`src/rtl/rr_mux_8x1.sv`:
```
// -----------------------------------------------------------------------------
// rr_mux_8x1
//
// Round-robin 8-to-1 stream multiplexer. Eight independent valid/ready lanes
// are merged into one output stream through a single registered output stage.
// Each output beat carries the index of the lane it came from, so a downstream
// 8-way demux can route it back out by index.
//
// Ports
//   clk        in   1         rising-edge clock for all state
//   rst        in   1         synchronous, active-high reset
//   in_valid   in   [0:7]     lane i has a beat pending (bit i = lane i)
//   in_data    in   8*WIDTH   lane i data at bits [i*WIDTH +: WIDTH]
//   in_ready   out  [0:7]     lane i beat is consumed this cycle (one-hot or 0)
//   out_valid  out  1         output register holds a beat
//   out_data   out  WIDTH     data of the held beat
//   out_sel    out  [0:2]     source lane of the held beat, out_sel[0] is MSB
//   out_ready  in   1         downstream accepts the held beat this cycle
//
// Arbitration starts the scan one lane past the last granted lane, so every
// continuously valid lane is served at least once every eight accepted beats.
// The pointer moves only on a real grant, which keeps backpressure from
// skipping any lane.
// -----------------------------------------------------------------------------
module rr_mux_8x1 #(
  parameter int WIDTH = 8
) (
  input  logic               clk,
  input  logic               rst,
  input  logic [0:7]         in_valid,
  input  logic [8*WIDTH-1:0] in_data,
  output logic [0:7]         in_ready,
  output logic               out_valid,
  output logic [WIDTH-1:0]   out_data,
  output logic [0:2]         out_sel,
  input  logic               out_ready
);

  // ---------------------------------------------------------------------------
  // Round-robin pick: first requesting lane in the order last+1 .. last+8,
  // with 3-bit wrap. Returns last itself when only that lane requests (k = 8
  // wraps back to it). The caller qualifies the result with "any request".
  // ---------------------------------------------------------------------------
  function automatic logic [2:0] rr_pick(input logic [0:7] req,
                                         input logic [2:0] last);
    logic [2:0] idx;
    logic       found;
    logic [2:0] pick;
    pick  = last;
    found = 1'b0;
    for (int k = 1; k <= 8; k++) begin
      idx = last + k[2:0];
      if (!found && req[idx]) begin
        pick  = idx;
        found = 1'b1;
      end else begin
        pick  = pick;
      end
    end
    return pick;
  endfunction

  // ---------------------------------------------------------------------------
  // One-hot decode of a lane index into the lane-ordered [0:7] vector.
  // ---------------------------------------------------------------------------
  function automatic logic [0:7] lane_onehot(input logic [2:0] lane);
    logic [0:7] v;
    v       = 8'h00;
    v[lane] = 1'b1;
    return v;
  endfunction

  // State
  logic             out_valid_r;
  logic [WIDTH-1:0] out_data_r;
  logic [2:0]       out_sel_r;
  logic [2:0]       ptr_r;

  // Combinational helpers
  logic             load_s;
  logic             any_valid_s;
  logic [2:0]       grant_s;
  logic [0:7]       ready_s;
  logic [WIDTH-1:0] grant_data_s;

  // Output register may take a new beat when empty or being drained now.
  assign load_s      = ~out_valid_r | out_ready;
  assign any_valid_s = |in_valid;

  // Grant selection from valid lanes and the last-granted pointer only.
  always_comb begin
    grant_s = rr_pick(in_valid, ptr_r);
  end

  // Lane handshake: only the granted lane sees ready, and never during reset.
  always_comb begin
    ready_s = 8'h00;
    if (!rst && load_s && any_valid_s) begin
      ready_s = lane_onehot(grant_s);
    end else begin
      ready_s = 8'h00;
    end
  end

  // Data mux for the granted lane; a loop keeps the part-select constant.
  always_comb begin
    grant_data_s = {WIDTH{1'b0}};
    for (int i = 0; i < 8; i++) begin
      if (grant_s == i[2:0]) begin
        grant_data_s = in_data[i*WIDTH +: WIDTH];
      end else begin
        grant_data_s = grant_data_s;
      end
    end
  end

  // Output register and round-robin pointer. Reset discards any held beat and
  // parks the pointer on lane 7 so lane 0 is scanned first.
  always_ff @(posedge clk) begin
    if (rst) begin
      out_valid_r <= 1'b0;
      out_data_r  <= {WIDTH{1'b0}};
      out_sel_r   <= 3'd0;
      ptr_r       <= 3'd7;
    end else if (load_s) begin
      if (any_valid_s) begin
        out_valid_r <= 1'b1;
        out_data_r  <= grant_data_s;
        out_sel_r   <= grant_s;
        ptr_r       <= grant_s;
      end else begin
        // Drained with nothing to refill: data, select and pointer keep
        // their last values so the pointer only ever moves on a grant.
        out_valid_r <= 1'b0;
      end
    end else begin
      // Held beat not accepted: everything stays put.
      out_valid_r <= out_valid_r;
    end
  end

  assign in_ready  = ready_s;
  assign out_valid = out_valid_r;
  assign out_data  = out_data_r;
  assign out_sel   = out_sel_r;

endmodule

```
`config.mk`:
```
export PLATFORM = sky130hd
export DESIGN_NAME = rr_mux_8x1
export DESIGN_NICKNAME = d
export VERILOG_FILES = /design/src/rtl/rr_mux_8x1.sv
export SDC_FILE = /design/constraint.sdc
export NUM_CORES = 1
export LEC_CHECK = 0
export CELL_PAD_IN_SITES_DETAIL_PLACEMENT = 0
export CELL_PAD_IN_SITES_GLOBAL_PLACEMENT = 1
export CORE_MARGIN = 2
export CORE_UTILIZATION = 31
export CTS_BUF_LIST = sky130_fd_sc_hd__clkbuf_4 sky130_fd_sc_hd__clkbuf_8 sky130_fd_sc_hd__clkbuf_16
export CTS_CLUSTER_DIAMETER = 40
export DETAILED_ROUTE_END_ITERATION = 8
export PLACE_DENSITY_LB_ADDON = 0.1
export SLEW_MARGIN = 10
export SYNTH_ARGS = -nofsm -noshare
export SYNTH_HDL_FRONTEND = slang
export SYNTH_SLANG_ARGS = --single-unit
```
`constraint.sdc`:
```
create_clock -name clk -period 6.7 [get_ports clk]
set_input_delay 2.01 -clock clk [delete_from_list [all_inputs] [get_ports clk]]
set_output_delay 2.01 -clock clk [all_outputs]
set_load 0.01 [all_outputs]
```
==> flow_summary.rst, run 1 <==
.. list-table::
   :header-rows: 1

   * - Metric
     - Value
   * - Via count of the first global-routing pass
     - 2,463
   * - Async set-or-reset flop fraction in the synthesized netlist
     - 0%
   * - Final Setup Violations
     - 0
   * - Final Net Count
     - 466
   * - Final hold violation count
     - 0
   * - Cells traversed along the worst timing path
     - dlygate4sd2_1 > buf_4 > mux4_2 > buf_6 > nand2_1 > nand2_2 > nor4b_4 > o211ai_1 > a211o_4 > nor3_1 > buf_2
   * - DP Area
     - 3510 sq um
   * - Compound-gate portion of the synthesized area
     - 25.8%
   * - Mux cell area share after synthesis
     - 30.6%
   * - Worst Tran Pin Value
     - 0.613 ns
   * - Adder-cell share of the synthesized area
     - 1.13%
   * - Area growth from synthesis to final layout
     - 64.3%
   * - Crit-path max FO
     - 5
   * - Final-layout fill cell count
     - 653
   * - Die outline area
     - 7860 sq um
   * - Port Buffers
     - 94
   * - Clk pin slew, worst setup/hold paths
     - 0.06 ns
   * - Last weighted congestion value of the routability-driven placer
     - 0.852
   * - Cell count after synthesis
     - 256
   * - Type of the setup path with the least slack
     - primary input to output pin
   * - Total CTS buffers
     - 3
   * - Highest clock rate
     - 0.152 GHz
   * - Count of final max-slew check failures
     - 0
   * - Number of max-cap violations
     - 0
   * - Later-pin clock latency in the skew report
     - 0.25 ns
   * - Via count
     - 2,561
   * - Clock tree from TritonCTS
     - built
   * - First-pass GRT wire length
     - 12,300 um
   * - Number of buffers on the longest clock path
     - 2
   * - Number of routed nets with antenna violations
     - 0
   * - Post-synthesis average cell area
     - 8.68 sq um
   * - Chip height
     - 88.6 um
   * - Register bit total from synthesis
     - 15
   * - Total iterations of the first detailed-routing run
     - 4
   * - Distinct cells, synth
     - 57
   * - Number of warning messages in the yosys log
     - 0
   * - Maximum level of the CTS H-tree
     - 1
   * - Post-layout power
     - 2.44 mW
   * - Count of clock tree sinks
     - 15
   * - CP Data Arrival Time
     - 4.59 ns
   * - Share of post-route cells with drive strength above 1
     - 30.4%
   * - Initial antenna violation count
     - 0
   * - Worst hold margin
     - 0.459 ns
   * - HPWL after DPL
     - 6250 um
   * - Area of the mapped netlist
     - 2220 sq um
   * - Number of hold-repair buffers added at the cts stage
     - 0
   * - Stages on the worst setup path
     - 11
   * - Storage cell area
     - 300 sq um
   * - Period utilisation layout
     - 98.5%
   * - Floorplan core area
     - 6870 sq um
   * - Nature of the critical path endpoint
     - output pin
   * - Unrepaired setup endpoints after global routing
     - yes
   * - Final Critical Period
     - 6.60 ns
   * - Drt first-iter violations
     - 115
   * - Pin count of the biggest net entering global routing
     - 25
   * - Routed wire length
     - 7800 um
   * - Residual DRC
     - 0
   * - Die Wd
     - 88.6 um
   * - Basic-gate share of the synthesized area counting and, or, nand and nor cells
     - 19.1%
   * - Core Util, Final
     - 53.1%
   * - Most common flop cell mapped by yosys
     - sky130_fd_sc_hd__dfxtp_1
   * - Hold endpoint
     - out_sel[1]
   * - Xor/xnor share of the synthesized area
     - 3.94%
   * - Crit-path max cell delay
     - 0.50 ns
   * - Initial Util
     - 32.3%
   * - Setup Skew
     - 0.00126 ns
   * - Final routed wire length divided by cell count
     - 16.1 um
   * - Launch instance of the worst min-delay path
     - out_sel[1]
   * - Cell type group with the largest total delay on the critical path
     - buffers and inverters
   * - PnR worst setup slack
     - 0.103 ns
   * - Row count
     - 30
   * - Peak supply drop
     - 0.000271 V
   * - Sequential share of the synthesized area
     - 13.5%
   * - Final cell area excluding filler cells
     - 3650 sq um
   * - Total global routing overflow
     - 0
   * - Worst hold path type
     - flop to flop
   * - FF-to-FF Start
     - ptr_r[0]
   * - Critical path origin
     - in_valid[2]
   * - Leak Pwr
     - 1.47 nW
   * - Status
     - finished clean
   * - Slowest-stage cell, CP
     - sky130_fd_sc_hd__mux4_2
   * - Dominant combinational cell family by area after synthesis
     - multiplexers
   * - Startpoint kind of the worst setup timing path
     - primary input
   * - Buffer cell driving the clock tree root
     - sky130_fd_sc_hd__clkbuf_8
   * - Post-DR vias/cell
     - 5.29
   * - Worst R2R End
     - out_data[4]
   * - Post-synth EDFFs
     - 0
   * - PwrDens
     - 670 nW/um^2
   * - Worst rel slew slack
     - 59.2%
   * - Overall Global Routing Usage
     - 19.9%
   * - Data required time of the critical path
     - 4.69 ns
   * - Nets in the synthesized netlist
     - 333
   * - I/O Pins
     - 95
   * - Hold Path Depth
     - 2
   * - Area taken by multi-input logic gates
     - 1890 sq um
   * - Setup slack on the worst flop-to-flop path
     - 2.50 ns
   * - Place WS
     - -0.627 ns
   * - Antenna Cells
     - 0
   * - Path depth of the worst reg2reg path
     - 14
   * - Sum of buffers and inverters on the critical path
     - 4
where the power goes:
part	switching, mW	total (mW)	internal, mW
clock	0.0319	0.0780	0.0462
combinational	1.14	2.22	1.08
sequential	0.0168	0.145	0.129
placed cells by master, fill, tap and decap left out, drive strengths merged, types with 2 or more instances in the layout:
| master | netlist | layout |
|---|---|---|
| inv | 5 | 5 |
| xnor2 | 5 | 5 |
| or3 | 2 | 2 |
| nand2 | 34 | 34 |
| mux2 | 16 | 16 |
| o211a | 2 | 2 |
| nor4 | 2 | 2 |
| nor2 | 17 | 17 |
| mux2i | 23 | 23 |
| nand2b | 2 | 2 |
| clkdlybuf4s15 | 0 | 2 |
| o221ai | 9 | 9 |
| a31o | 2 | 2 |
| and2 | 6 | 6 |
| or4 | 2 | 2 |
| o21ai | 10 | 10 |
| nor2b | 2 | 2 |
| mux4 | 12 | 12 |
| dfxtp | 15 | 15 |
| nor3 | 11 | 11 |
| clkdlybuf4s50 | 0 | 78 |
| a21oi | 11 | 11 |
| a221oi | 8 | 8 |
| xor2 | 2 | 2 |
| o211ai | 9 | 9 |
| clkbuf | 7 | 12 |
| a211o | 9 | 9 |
| buf | 11 | 57 |
| a21boi | 2 | 2 |
| ha | 2 | 2 |
| nand3 | 3 | 3 |
| o221a | 2 | 2 |
sequential cells by signal, summed over array words and instances, names as in the netlist:
name / flops
out_sel: 3
ptr_r: 3
out_valid: 1
out_data: 8
logic make-up (layout without fill, tap and decap cells):
logic type	Yosys count	after routing
adder cells (fa/ha/maj)	2	2
multiplexers	51	51
XOR/XNOR	7	7
AND/OR/NAND/NOR	86	86
buffers and inverters	23	155
AO/OA/AOI/OAI	72	72
flip-flops	15	15
metal layers:
| metal | up-vias | GRT usage (%) | routed length (um) |
|---|---|---|---|
| li1 | 1265 | - | - |
| met1 | 1226 | 28.6 | 3580 |
| met2 | 62 | 31.8 | 3760 |
| met3 | 8 | 2.43 | 363 |
| met4 | 0 | 4.82 | 94 |
| met5 | - | 0 | 0 |
stage by stage:
step	TNS [ns]	instances
final	0	484
after detailed placement	-4.83	473
after global placement	-4.41	473
after CTS	0	479
after floorplan	0	256
after global routing	-0.0259	484
area by class of cell:
type | instances | share of cell area (%)
Timing Repair Buffer | 146 | 34.8
Inverter | 5 | 0.514
Tap cell | 96 | 3.29
Sequential cell | 15 | 8.23
Clock buffer | 4 | 1.34
Multi-Input combinational cell | 218 | 51.8
worst max-delay path by stage:
stage / end / slack, ns
after floorplan: in_ready[7] / 0.37
after global placement: in_ready[2] / -0.58
after detailed placement: in_ready[0] / -0.63
after CTS: in_ready[0] / 0.003
after global routing: in_ready[7] / -0.02
final: in_ready[2] / 0.10
synth_stat cells, types with 2 or more instances:
library cell,instances,area [sq um]
sky130_fd_sc_hd__o21ai_1,4,20.0
sky130_fd_sc_hd__o211a_1,2,20.0
sky130_fd_sc_hd__and2_1,6,37.5
sky130_fd_sc_hd__mux2i_1,23,230
sky130_fd_sc_hd__a21oi_1,11,55.1
sky130_fd_sc_hd__nand2b_1,2,12.5
sky130_fd_sc_hd__buf_2,7,35.0
sky130_fd_sc_hd__a221oi_1,7,61.3
sky130_fd_sc_hd__mux2_1,10,113
sky130_fd_sc_hd__ha_1,2,25.0
sky130_fd_sc_hd__xor2_1,2,17.5
sky130_fd_sc_hd__o221a_1,2,22.5
sky130_fd_sc_hd__nand2_1,34,128
sky130_fd_sc_hd__or4_1,2,15.0
sky130_fd_sc_hd__inv_1,4,15.0
sky130_fd_sc_hd__mux2_2,6,67.6
sky130_fd_sc_hd__nor3_1,10,50.1
sky130_fd_sc_hd__nand3_1,3,15.0
sky130_fd_sc_hd__o221ai_1,8,70.1
sky130_fd_sc_hd__dfxtp_1,15,300
sky130_fd_sc_hd__nor2_1,16,60.1
sky130_fd_sc_hd__a31o_2,2,17.5
sky130_fd_sc_hd__clkbuf_1,7,26.3
sky130_fd_sc_hd__nor2b_1,2,12.5
sky130_fd_sc_hd__o211ai_1,9,67.6
sky130_fd_sc_hd__xnor2_1,3,26.3
sky130_fd_sc_hd__nor4_1,2,12.5
sky130_fd_sc_hd__buf_6,2,22.5
sky130_fd_sc_hd__a211o_1,9,78.8
sky130_fd_sc_hd__o21ai_0,6,30.0
sky130_fd_sc_hd__mux4_2,12,270
worst min-delay path: cells and delay by family, from the launching register on:
kind | cells | cell delay, ns
AOI/OAI and AO/OA | 1 | 0.06
DFF | 1 | 0.31
and+or+nand+nor | 1 | 0.05
what timing repair did:
item,in CTS,in global routing
pin swaps,0,8
buffers inserted,2,5
resized for setup,45,31
setup endpoints to repair,8,8
Note: power is estimated with default switching activity, not from simulation.
==> run 2: changes to the inputs <==
- CTS_CLUSTER_DIAMETER: 40 -> not set
==> results of run 2 <==
Final layout, timing and power as in run 1 (identical DEF).
